===== src/rtl/regfile_hazard_scoreboard_if.sv =====
// D-stage hazard interface: the decode stage presents its operands and
// destination, the scoreboard answers with stall and forwarding selects.
interface regfile_hazard_scoreboard_if #(
  parameter int AW = 5,
  parameter int TW = 2,
  parameter int FW = 2
);
  logic          dValid;
  logic [AW-1:0] dRs;
  logic [AW-1:0] dRt;
  logic [TW-1:0] dTuseRs;
  logic [TW-1:0] dTuseRt;
  logic [AW-1:0] dWa;
  logic [TW-1:0] dTnew;
  logic          dMdStart;
  logic          dMdDiv;
  logic          dMdUse;
  logic          flush;
  logic          stall;
  logic [FW-1:0] fwdSelRs;
  logic [FW-1:0] fwdSelRt;
  logic          mdBusy;

  modport master (
    output dValid, dRs, dRt, dTuseRs, dTuseRt, dWa, dTnew,
    output dMdStart, dMdDiv, dMdUse, flush,
    input  stall, fwdSelRs, fwdSelRt, mdBusy
  );

  modport slave (
    input  dValid, dRs, dRt, dTuseRs, dTuseRt, dWa, dTnew,
    input  dMdStart, dMdDiv, dMdUse, flush,
    output stall, fwdSelRs, fwdSelRt, mdBusy
  );
endinterface


===== src/rtl/regfile_hazard_scoreboard.sv =====
// Hazard/forwarding scoreboard for the five-stage MIPS pipeline.
// One entry per post-decode stage (1 = E ... STAGES = W) records the
// destination register and remaining Tnew; the D-stage stall and the
// per-operand forwarding selects are derived from that state. A separate
// countdown tracks how long HI/LO stay busy after mult/div issue.
module regfile_hazard_scoreboard #(
  parameter int STAGES  = 3,
  parameter int AW      = 5,
  parameter int TW      = 2,
  parameter int MUL_CYC = 5,
  parameter int DIV_CYC = 10,
  parameter int FW      = $clog2(STAGES + 1)
) (
  input logic                     clk,
  input logic                     rst_n,
  regfile_hazard_scoreboard_if.slave bus_io
);

  localparam int MAX_CYC = (DIV_CYC > MUL_CYC) ? DIV_CYC : MUL_CYC;
  localparam int CW_MIN  = $clog2(MAX_CYC + 1);
  localparam int CW      = (CW_MIN < 4) ? 4 : CW_MIN;

  logic          validQ [1:STAGES];
  logic [AW-1:0] waQ    [1:STAGES];
  logic [TW-1:0] tnewQ  [1:STAGES];
  logic          validD [1:STAGES];
  logic [AW-1:0] waD    [1:STAGES];
  logic [TW-1:0] tnewD  [1:STAGES];
  logic [CW-1:0] mdCntQ;
  logic [CW-1:0] mdCntD;

  logic          rsHit;
  logic          rtHit;
  logic [FW-1:0] rsK;
  logic [FW-1:0] rtK;
  logic [TW-1:0] rsTnew;
  logic [TW-1:0] rtTnew;
  logic          rsStall;
  logic          rtStall;
  logic          mdBusy;
  logic          stall;
  logic          accept;
  logic          mdAccept;

  // Find the youngest in-flight writer of each source operand; scanning from
  // the oldest stage down lets the youngest match overwrite older ones.
  always_comb begin
    rsHit  = 1'b0;
    rsK    = '0;
    rsTnew = '0;
    rtHit  = 1'b0;
    rtK    = '0;
    rtTnew = '0;
    for (int k = STAGES; k >= 1; k--) begin
      if (validQ[k] && (waQ[k] == bus_io.dRs) && (bus_io.dRs != '0)) begin
        rsHit  = 1'b1;
        rsK    = FW'(k);
        rsTnew = tnewQ[k];
      end
      if (validQ[k] && (waQ[k] == bus_io.dRt) && (bus_io.dRt != '0)) begin
        rtHit  = 1'b1;
        rtK    = FW'(k);
        rtTnew = tnewQ[k];
      end
    end
  end

  // An operand stalls D when its producer will not have the value in time;
  // an all-ones Tuse marks the operand as not read at all.
  always_comb begin
    rsStall = (bus_io.dTuseRs != '1) && rsHit && (rsTnew > bus_io.dTuseRs);
    rtStall = (bus_io.dTuseRt != '1) && rtHit && (rtTnew > bus_io.dTuseRt);
    mdBusy  = (mdCntQ != '0);
    stall   = bus_io.dValid && (rsStall || rtStall || (bus_io.dMdUse && mdBusy));
  end

  assign bus_io.stall    = stall;
  assign bus_io.fwdSelRs = (rsHit && (rsTnew == '0)) ? rsK : '0;
  assign bus_io.fwdSelRt = (rtHit && (rtTnew == '0)) ? rtK : '0;
  assign bus_io.mdBusy   = mdBusy;

  // Next state: entries shift one stage per cycle with Tnew counting down;
  // a stalled or flushed D stage feeds a bubble into E instead.
  always_comb begin
    accept    = !stall && !bus_io.flush;
    validD[1] = accept && bus_io.dValid && (bus_io.dWa != '0);
    waD[1]    = accept ? bus_io.dWa : '0;
    tnewD[1]  = accept ? bus_io.dTnew : '0;
    for (int k = 2; k <= STAGES; k++) begin
      validD[k] = validQ[k-1] && !bus_io.flush;
      waD[k]    = waQ[k-1];
      tnewD[k]  = (tnewQ[k-1] == '0) ? '0 : (tnewQ[k-1] - TW'(1));
    end
    mdAccept = accept && bus_io.dValid && bus_io.dMdStart;
    if (mdAccept) begin
      mdCntD = bus_io.dMdDiv ? CW'(DIV_CYC) : CW'(MUL_CYC);
    end else if (mdCntQ != '0) begin
      mdCntD = mdCntQ - CW'(1);
    end else begin
      mdCntD = mdCntQ;
    end
  end

  // State registers; reset drops every in-flight entry and the HI/LO countdown.
  always_ff @(posedge clk or negedge rst_n) begin
    if (!rst_n) begin
      for (int k = 1; k <= STAGES; k++) begin
        validQ[k] <= 1'b0;
        waQ[k]    <= '0;
        tnewQ[k]  <= '0;
      end
      mdCntQ <= '0;
    end else begin
      for (int k = 1; k <= STAGES; k++) begin
        validQ[k] <= validD[k];
        waQ[k]    <= waD[k];
        tnewQ[k]  <= tnewD[k];
      end
      mdCntQ <= mdCntD;
    end
  end

endmodule


===== src/flat_wrapper.sv =====
// flat-port wrapper written by rule: the top's interface ports become plain ports
module regfile_hazard_scoreboard_flat 
#(
  parameter int STAGES  = 3,
  parameter int AW      = 5,
  parameter int TW      = 2,
  parameter int MUL_CYC = 5,
  parameter int DIV_CYC = 10,
  parameter int FW      = $clog2(STAGES + 1)
)
  (clk, rst_n, bus_io_dValid, bus_io_dRs, bus_io_dRt, bus_io_dTuseRs, bus_io_dTuseRt, bus_io_dWa, bus_io_dTnew, bus_io_dMdStart, bus_io_dMdDiv, bus_io_dMdUse, bus_io_flush, bus_io_stall, bus_io_fwdSelRs, bus_io_fwdSelRt, bus_io_mdBusy);
  regfile_hazard_scoreboard_if #(.AW(AW), .TW(TW), .FW(FW)) bus_io_i ();
  input logic clk;
  input logic rst_n;
  input wire logic [$bits(bus_io_i.dValid)-1:0] bus_io_dValid;
  input wire logic [$bits(bus_io_i.dRs)-1:0] bus_io_dRs;
  input wire logic [$bits(bus_io_i.dRt)-1:0] bus_io_dRt;
  input wire logic [$bits(bus_io_i.dTuseRs)-1:0] bus_io_dTuseRs;
  input wire logic [$bits(bus_io_i.dTuseRt)-1:0] bus_io_dTuseRt;
  input wire logic [$bits(bus_io_i.dWa)-1:0] bus_io_dWa;
  input wire logic [$bits(bus_io_i.dTnew)-1:0] bus_io_dTnew;
  input wire logic [$bits(bus_io_i.dMdStart)-1:0] bus_io_dMdStart;
  input wire logic [$bits(bus_io_i.dMdDiv)-1:0] bus_io_dMdDiv;
  input wire logic [$bits(bus_io_i.dMdUse)-1:0] bus_io_dMdUse;
  input wire logic [$bits(bus_io_i.flush)-1:0] bus_io_flush;
  output wire logic [$bits(bus_io_i.stall)-1:0] bus_io_stall;
  output wire logic [$bits(bus_io_i.fwdSelRs)-1:0] bus_io_fwdSelRs;
  output wire logic [$bits(bus_io_i.fwdSelRt)-1:0] bus_io_fwdSelRt;
  output wire logic [$bits(bus_io_i.mdBusy)-1:0] bus_io_mdBusy;
  assign bus_io_i.dValid = bus_io_dValid;
  assign bus_io_i.dRs = bus_io_dRs;
  assign bus_io_i.dRt = bus_io_dRt;
  assign bus_io_i.dTuseRs = bus_io_dTuseRs;
  assign bus_io_i.dTuseRt = bus_io_dTuseRt;
  assign bus_io_i.dWa = bus_io_dWa;
  assign bus_io_i.dTnew = bus_io_dTnew;
  assign bus_io_i.dMdStart = bus_io_dMdStart;
  assign bus_io_i.dMdDiv = bus_io_dMdDiv;
  assign bus_io_i.dMdUse = bus_io_dMdUse;
  assign bus_io_i.flush = bus_io_flush;
  assign bus_io_stall = bus_io_i.stall;
  assign bus_io_fwdSelRs = bus_io_i.fwdSelRs;
  assign bus_io_fwdSelRt = bus_io_i.fwdSelRt;
  assign bus_io_mdBusy = bus_io_i.mdBusy;
  regfile_hazard_scoreboard #(.STAGES(STAGES), .AW(AW), .TW(TW), .MUL_CYC(MUL_CYC), .DIV_CYC(DIV_CYC), .FW(FW)) u_core (.clk(clk), .rst_n(rst_n), .bus_io(bus_io_i));
endmodule

===== config.mk =====
export PLATFORM = sky130hd
export DESIGN_NAME = regfile_hazard_scoreboard_flat
export DESIGN_NICKNAME = d
export VERILOG_FILES = /design/src/rtl/regfile_hazard_scoreboard_if.sv /design/src/rtl/regfile_hazard_scoreboard.sv /design/src/flat_wrapper.sv
export SDC_FILE = /design/constraint.sdc
export NUM_CORES = 1
export LEC_CHECK = 0
export BUFFER_PORTS_ARGS = -buffer_cell sky130_fd_sc_hd__clkbuf_2
export CAP_MARGIN = 5
export CORE_MARGIN = 1.5
export CORE_UTILIZATION = 40
export CTS_CLUSTER_SIZE = 28
export DETAILED_ROUTE_END_ITERATION = 7
export SLEW_MARGIN = 10
export SYNTH_ARGS = -nofsm -noshare
export SYNTH_HDL_FRONTEND = slang
export SYNTH_SLANG_ARGS = --single-unit

===== constraint.sdc =====
create_clock -name clk -period 6.76 [get_ports clk]
set_input_delay 0.676 -clock clk [delete_from_list [all_inputs] [get_ports clk]]
set_output_delay 0.676 -clock clk [all_outputs]
set_load 0.01 [all_outputs]

; ---- Word level (Yosys, flattened, before mapping)
; Index checks and enable logic that the tools add are counted.
[totals]
latch_bits = 0
out_inout_bits = 6
memories = 0
word_cells = 89
ram_bits = 0
input_bits = 28
regBits = 28
romBits = 0
[classes]
order_cmp = 2
n_addsub = 3
eq_ne = 8
multipliers = 0
div = 0
shifts = 0
n_bitwise = 0
mux = 27
n_reduce_logical = 39
[ops]
columns = operator, count
row1 = 2-bit 2-to-1 mux, 17
row2 = 5-bit == test, 6
row3 = 1-bit logical AND, 26
row4 = 5-bit nonzero test, 3
row5 = 4-bit 2-to-1 mux, 3
row6 = 2-bit logical NOT, 4
row7 = 1-bit 2-to-1 mux, 6
row8 = 5-bit 2-to-1 mux, 1
row9 = 2-bit > comparator, 2
row10 = 2-bit != test (second input constant), 2
row11 = 4-bit nonzero test, 1
row12 = 2-bit by 1-bit subtractor with 2-bit output (second input constant), 2
row13 = 4-bit by 1-bit subtractor with 4-bit output (second input constant), 1
row14 = 1-bit logical NOT, 2
row15 = 1-bit logical OR, 2
row16 = 2-bit nonzero test, 1

; ---- Depth between registers and ports, before layout
[logic_depth]
ltp_word = 16
ltp_mapped = 13
mapped_depth_nobuf = 13

; ---- Worst setup path before layout
; No wires, ideal clock.
[synth_timing]
path_kind = in2out
startpoint = input port bus_io_dRs[0]
endpoint = output port bus_io_stall
setup_slack_ns = 3.030
stages = 10
required_ns = 6.084
arrival_time_ns = 3.054
cell_sequence = or4_4 -> nor2_4 -> or3_1 -> nand3_1 -> a22oi_1 -> inv_1 -> ha_1 -> a221oi_1 -> o31ai_4 -> a31oi_2
[synth_between]
elab_chain_len = 11
elab_cells_between_ends = 22
[synth_lines]
columns = item, line_no
row1 = from (decl), flat_wrapper.sv:16  ; input wire logic [$bits(bus_io_i.dRs)-1:0] bus_io_dRs;
row2 = 5-bit == test, regfile_hazard_scoreboard.sv:55  ; if (validQ[k] && (waQ[k] == bus_io.dRs) && (bus_io.dRs != '0)) begin
row3 = 1-bit logical AND (2 in series), regfile_hazard_scoreboard.sv:55
row4 = 2-bit 2-to-1 mux or 1-bit 2-to-1 mux (tied branches) (3 in series), regfile_hazard_scoreboard.sv:55
row5 = 2-bit > comparator or 1-bit logical AND (tied branches), regfile_hazard_scoreboard.sv:71  ; rsStall = (bus_io.dTuseRs != '1) && rsHit && (rsTnew > bus_io.dTuseRs);
row6 = 1-bit logical AND (*), regfile_hazard_scoreboard.sv:71
row7 = 1-bit logical OR (*) (2 in series), regfile_hazard_scoreboard.sv:74  ; stall = bus_io.dValid && (rsStall || rtStall || (bus_io.dMdUse && mdBusy));
row8 = 1-bit logical AND (*), regfile_hazard_scoreboard.sv:74
row9 = to (decl), flat_wrapper.sv:26  ; output wire logic [$bits(bus_io_i.stall)-1:0] bus_io_stall;
; Mark *: on every way between the ends. The rest lies on a longest branch, timed or not.

; ---- Worst setup path in the final report
; Ends and elaborated chain as after synthesis.

==> flow_metrics.tcl <==
set metrics [dict create \
    cts.repair.resized 0 \
    final-hold-violation-count 0 \
    p_seq_share_pct 46.4 \
    diodes 0 \
    p_per_area_nw_per_um2 229 \
    fillers 386 \
    clock_path_buffers 2 \
    multi_input_area_um2 937 \
    max_cap_viol_count 0 \
    power_uw 453 \
    yosysSeqAreaShare_pct 41.7 \
    clk_pin_slew_ns 0.09 \
    period_minus_slack_ns 4.30 \
    h-tree-depth 1 \
    crit_top_cell "clkbuf_2" \
    clock_skew_ns 0.00344 \
    viasPerCell 5.30 \
    cts_tree "yes" \
    first_pass_iters 4 \
    synth_ff_type "dfrtp_1" \
    via_count 1298 \
    end_kind "primary output" \
    netlist_instances 159 \
    drc 0 \
    clkSinkCount 28 \
    avgSynthCellArea_um2 10.6 \
    p_leak_nw 0.868 \
    yosysMostFrequentCell "dfrtp_1" \
    initial_core_util_pct 41.7 \
    cts_setup_buffers 0 \
    crit_fanout 8 \
    grt_pass1_vias 1384 \
    yosys.area.top_type_share_pct 41.7 \
    place_congestion 0.900 \
    dieWidth_um 67.8 \
    power.internal_uw 324 \
    yosysTopAreaCell "dfrtp_1" \
    combPwrFrac_pct 24.9 \
    synthTopCellsByCount "dfrtp_1 (28), xnor2_1 (25), a21oi_1 (11)" \
    cp.arrival_ns 3.62 \
    cts_hold_buf 0 \
    synth_fp_nets 193 \
    synthArstFlopShare_pct 100 \
    clkLatencyLatePin_ns 0.27 \
    post_drt_wl_per_cell_um 14.9 \
    synth_area_um2 1680 \
    design_area_um2 1970 \
    postRouteAntennaNets 0 \
    p_clk_share_pct 28.7 \
    p_sw_share_pct 28.4 \
    die_area_um2 4600 \
    relSlewSlack_pct 51.8 \
    track_usage_pct 18.2 \
    synth_cell_types 30 \
    p_switching_uw 128 \
    holdWs_ns 0.429 \
    status "finished, final reports clean" \
    finalSetupTns_ns 0 \
    place_hpwl_um 2960 \
    grt_max_degree 29 \
    ir_drop_mv 0.110 \
    grt-ovfl-total 0 \
    fmaxAchievable_ghz 0.233 \
    fin_ws_ns 2.46 \
    maxSlewViolCount 0 \
    ff_latch_area_um2 701 \
    layout.nets 230 \
    critical_path_required_ns 6.08 \
    tightest_slew_ns 0.717 \
    start_kind "primary input" \
    setup_viol 0 \
    synth_edf_count 0 \
    core_um2 4030 \
    grt_pass1_wl_um 6210 \
    hold_class "primary input to asynchronous set/reset pin" \
    io_buffers 33 \
    critPathSlowestCell "or4_4" \
    path_cells "clkbuf_2, or4_4, nor2_4, or3_1, nand3_1, a22oi_1, inv_1, ha_1, a221oi_1, o31ai_4, a31oi_2, clkbuf_2" \
    crit_type "primary input to primary output" \
    antenna_found_initial 0 \
    drt_iter0_drc 51 \
    dp_slack_ns 2.47 \
    drive_gt1_share_pct 25.1 \
    row_count 23 \
    synth.ff_latch_count 28 \
    cts_buffers 3 \
    place_area_um2 1900 \
    area_growth_pct 17.6 \
    io_pins 34 \
    wl_um 3650 \
    period_share_pct 63.6 \
    yosysWarningCount 0 \
    ys_top_cells_by_area "dfrtp_1 (42%), xnor2_1 (13%), ha_1 (4.5%)" \
    slowest_delay_ns 0.56 \
    cts-root-buf "clkbuf_8" \
    die-height_um 67.8 \
    rsz0062_at_grt "no" \
]
## placed cells by master, fill, tap and decap left out, types with 2 or more instances in the layout
cell type  synthesis  layout
inv_1             10      10
mux2i_1            2       2
nand3_1            5       5
nor2b_1            5       5
mux2_1             2       2
nand2_1            6       6
nand4_1            6       6
clkbuf_2           0      33
nor3_1             6       6
or4_4              2       2
nor2_4             2       2
a22oi_1            2       2
a221oi_1           2       2
nor4_2             3       3
nor3b_1            8       8
ha_1               6       6
nor2_1             5       5
dfrtp_1           28      28
xor2_1             7       7
xnor2_1           25      25
nor4_1             3       3
or3_1              3       3
o31ai_4            2       2
clkbuf_8           0       3
a21oi_1           11      11
and2_1             2       2
## stage by stage
step                      utilization, %  cells
final                               49.0    245
after CTS                           49.0    245
after floorplan                        -    159
after global placement              47.2    241
after detailed placement            47.2    241
after global routing                49.0    245
## power by group through the flow
stage               sequential [mW]  clock (mW)  combinational, mW
CTS                           0.210       0.132              0.115
global placement              0.213           0              0.108
floorplan                     0.207           0             0.0820
detailed placement            0.214           0              0.113
global route                  0.213       0.141              0.128
finish                        0.210       0.130              0.113
## layer usage
metal | vias to the layer above | track usage (%) | routed length (µm)
li1 | 636 | - | -
met3 | 2 | 2.17 | 131
met2 | 34 | 32.0 | 1800
met5 | - | 0 | 0
met4 | 0 | 4.50 | 15
met1 | 626 | 23.7 | 1700
## flip-flops by register name, indices dropped and copies added, names as in the netlist
name,cells
u_core.tnewQ,6
u_core.mdCntQ,4
u_core.waD,10
u_core.validQ,3
u_core.waQ,5
## path summary, 6_finish.rpt
kind                          startpoint          endpoint  slack (ns)  cells past startpoint
setup / recovery           bus_io_dRs[0]      bus_io_stall        2.46                     12
hold / removal                     rst_n     u_core.waD[8]        0.43                      1
setup reg to reg           u_core.waD[6]   u_core.tnewQ[5]        3.47                     11
hold reg to reg            u_core.waD[3]     u_core.waQ[3]        0.45                      0
max in group asynchronous          rst_n  u_core.mdCntQ[0]        5.89                      1
min in group clk           u_core.waD[3]     u_core.waQ[3]        0.45                      0
## logic make-up after synthesis
| logic type | synth area share [%] |
|---|---|
| mux | 2.53 |
| fa+ha+maj | 4.47 |
| compound gates | 9.46 |
| flops | 41.7 |
| buf+inv | 2.46 |
| xor+xnor | 16.7 |
| simple gates | 22.7 |
## critical path, delay by kind of cell
| family | cells | cell delay (ns) |
|---|---|---|
| AOI/OAI and AO/OA | 4 | 1.27 |
| adders and majority gates | 1 | 0.27 |
| buffers and inverters | 3 | 0.42 |
| and+or+nand+nor | 4 | 0.98 |
## final cells by class
class / instances / share of cell area, %
Timing Repair Buffer: 33 / 8.37
Multi-Input combinational cell: 120 / 47.5
Inverter: 10 / 1.90
Clock inverter: 1 / 1.52
Tap cell: 50 / 3.17
Sequential cell: 28 / 35.5
Clock buffer: 3 / 2.09
No activity file was read; power rests on OpenSTA's default activity.
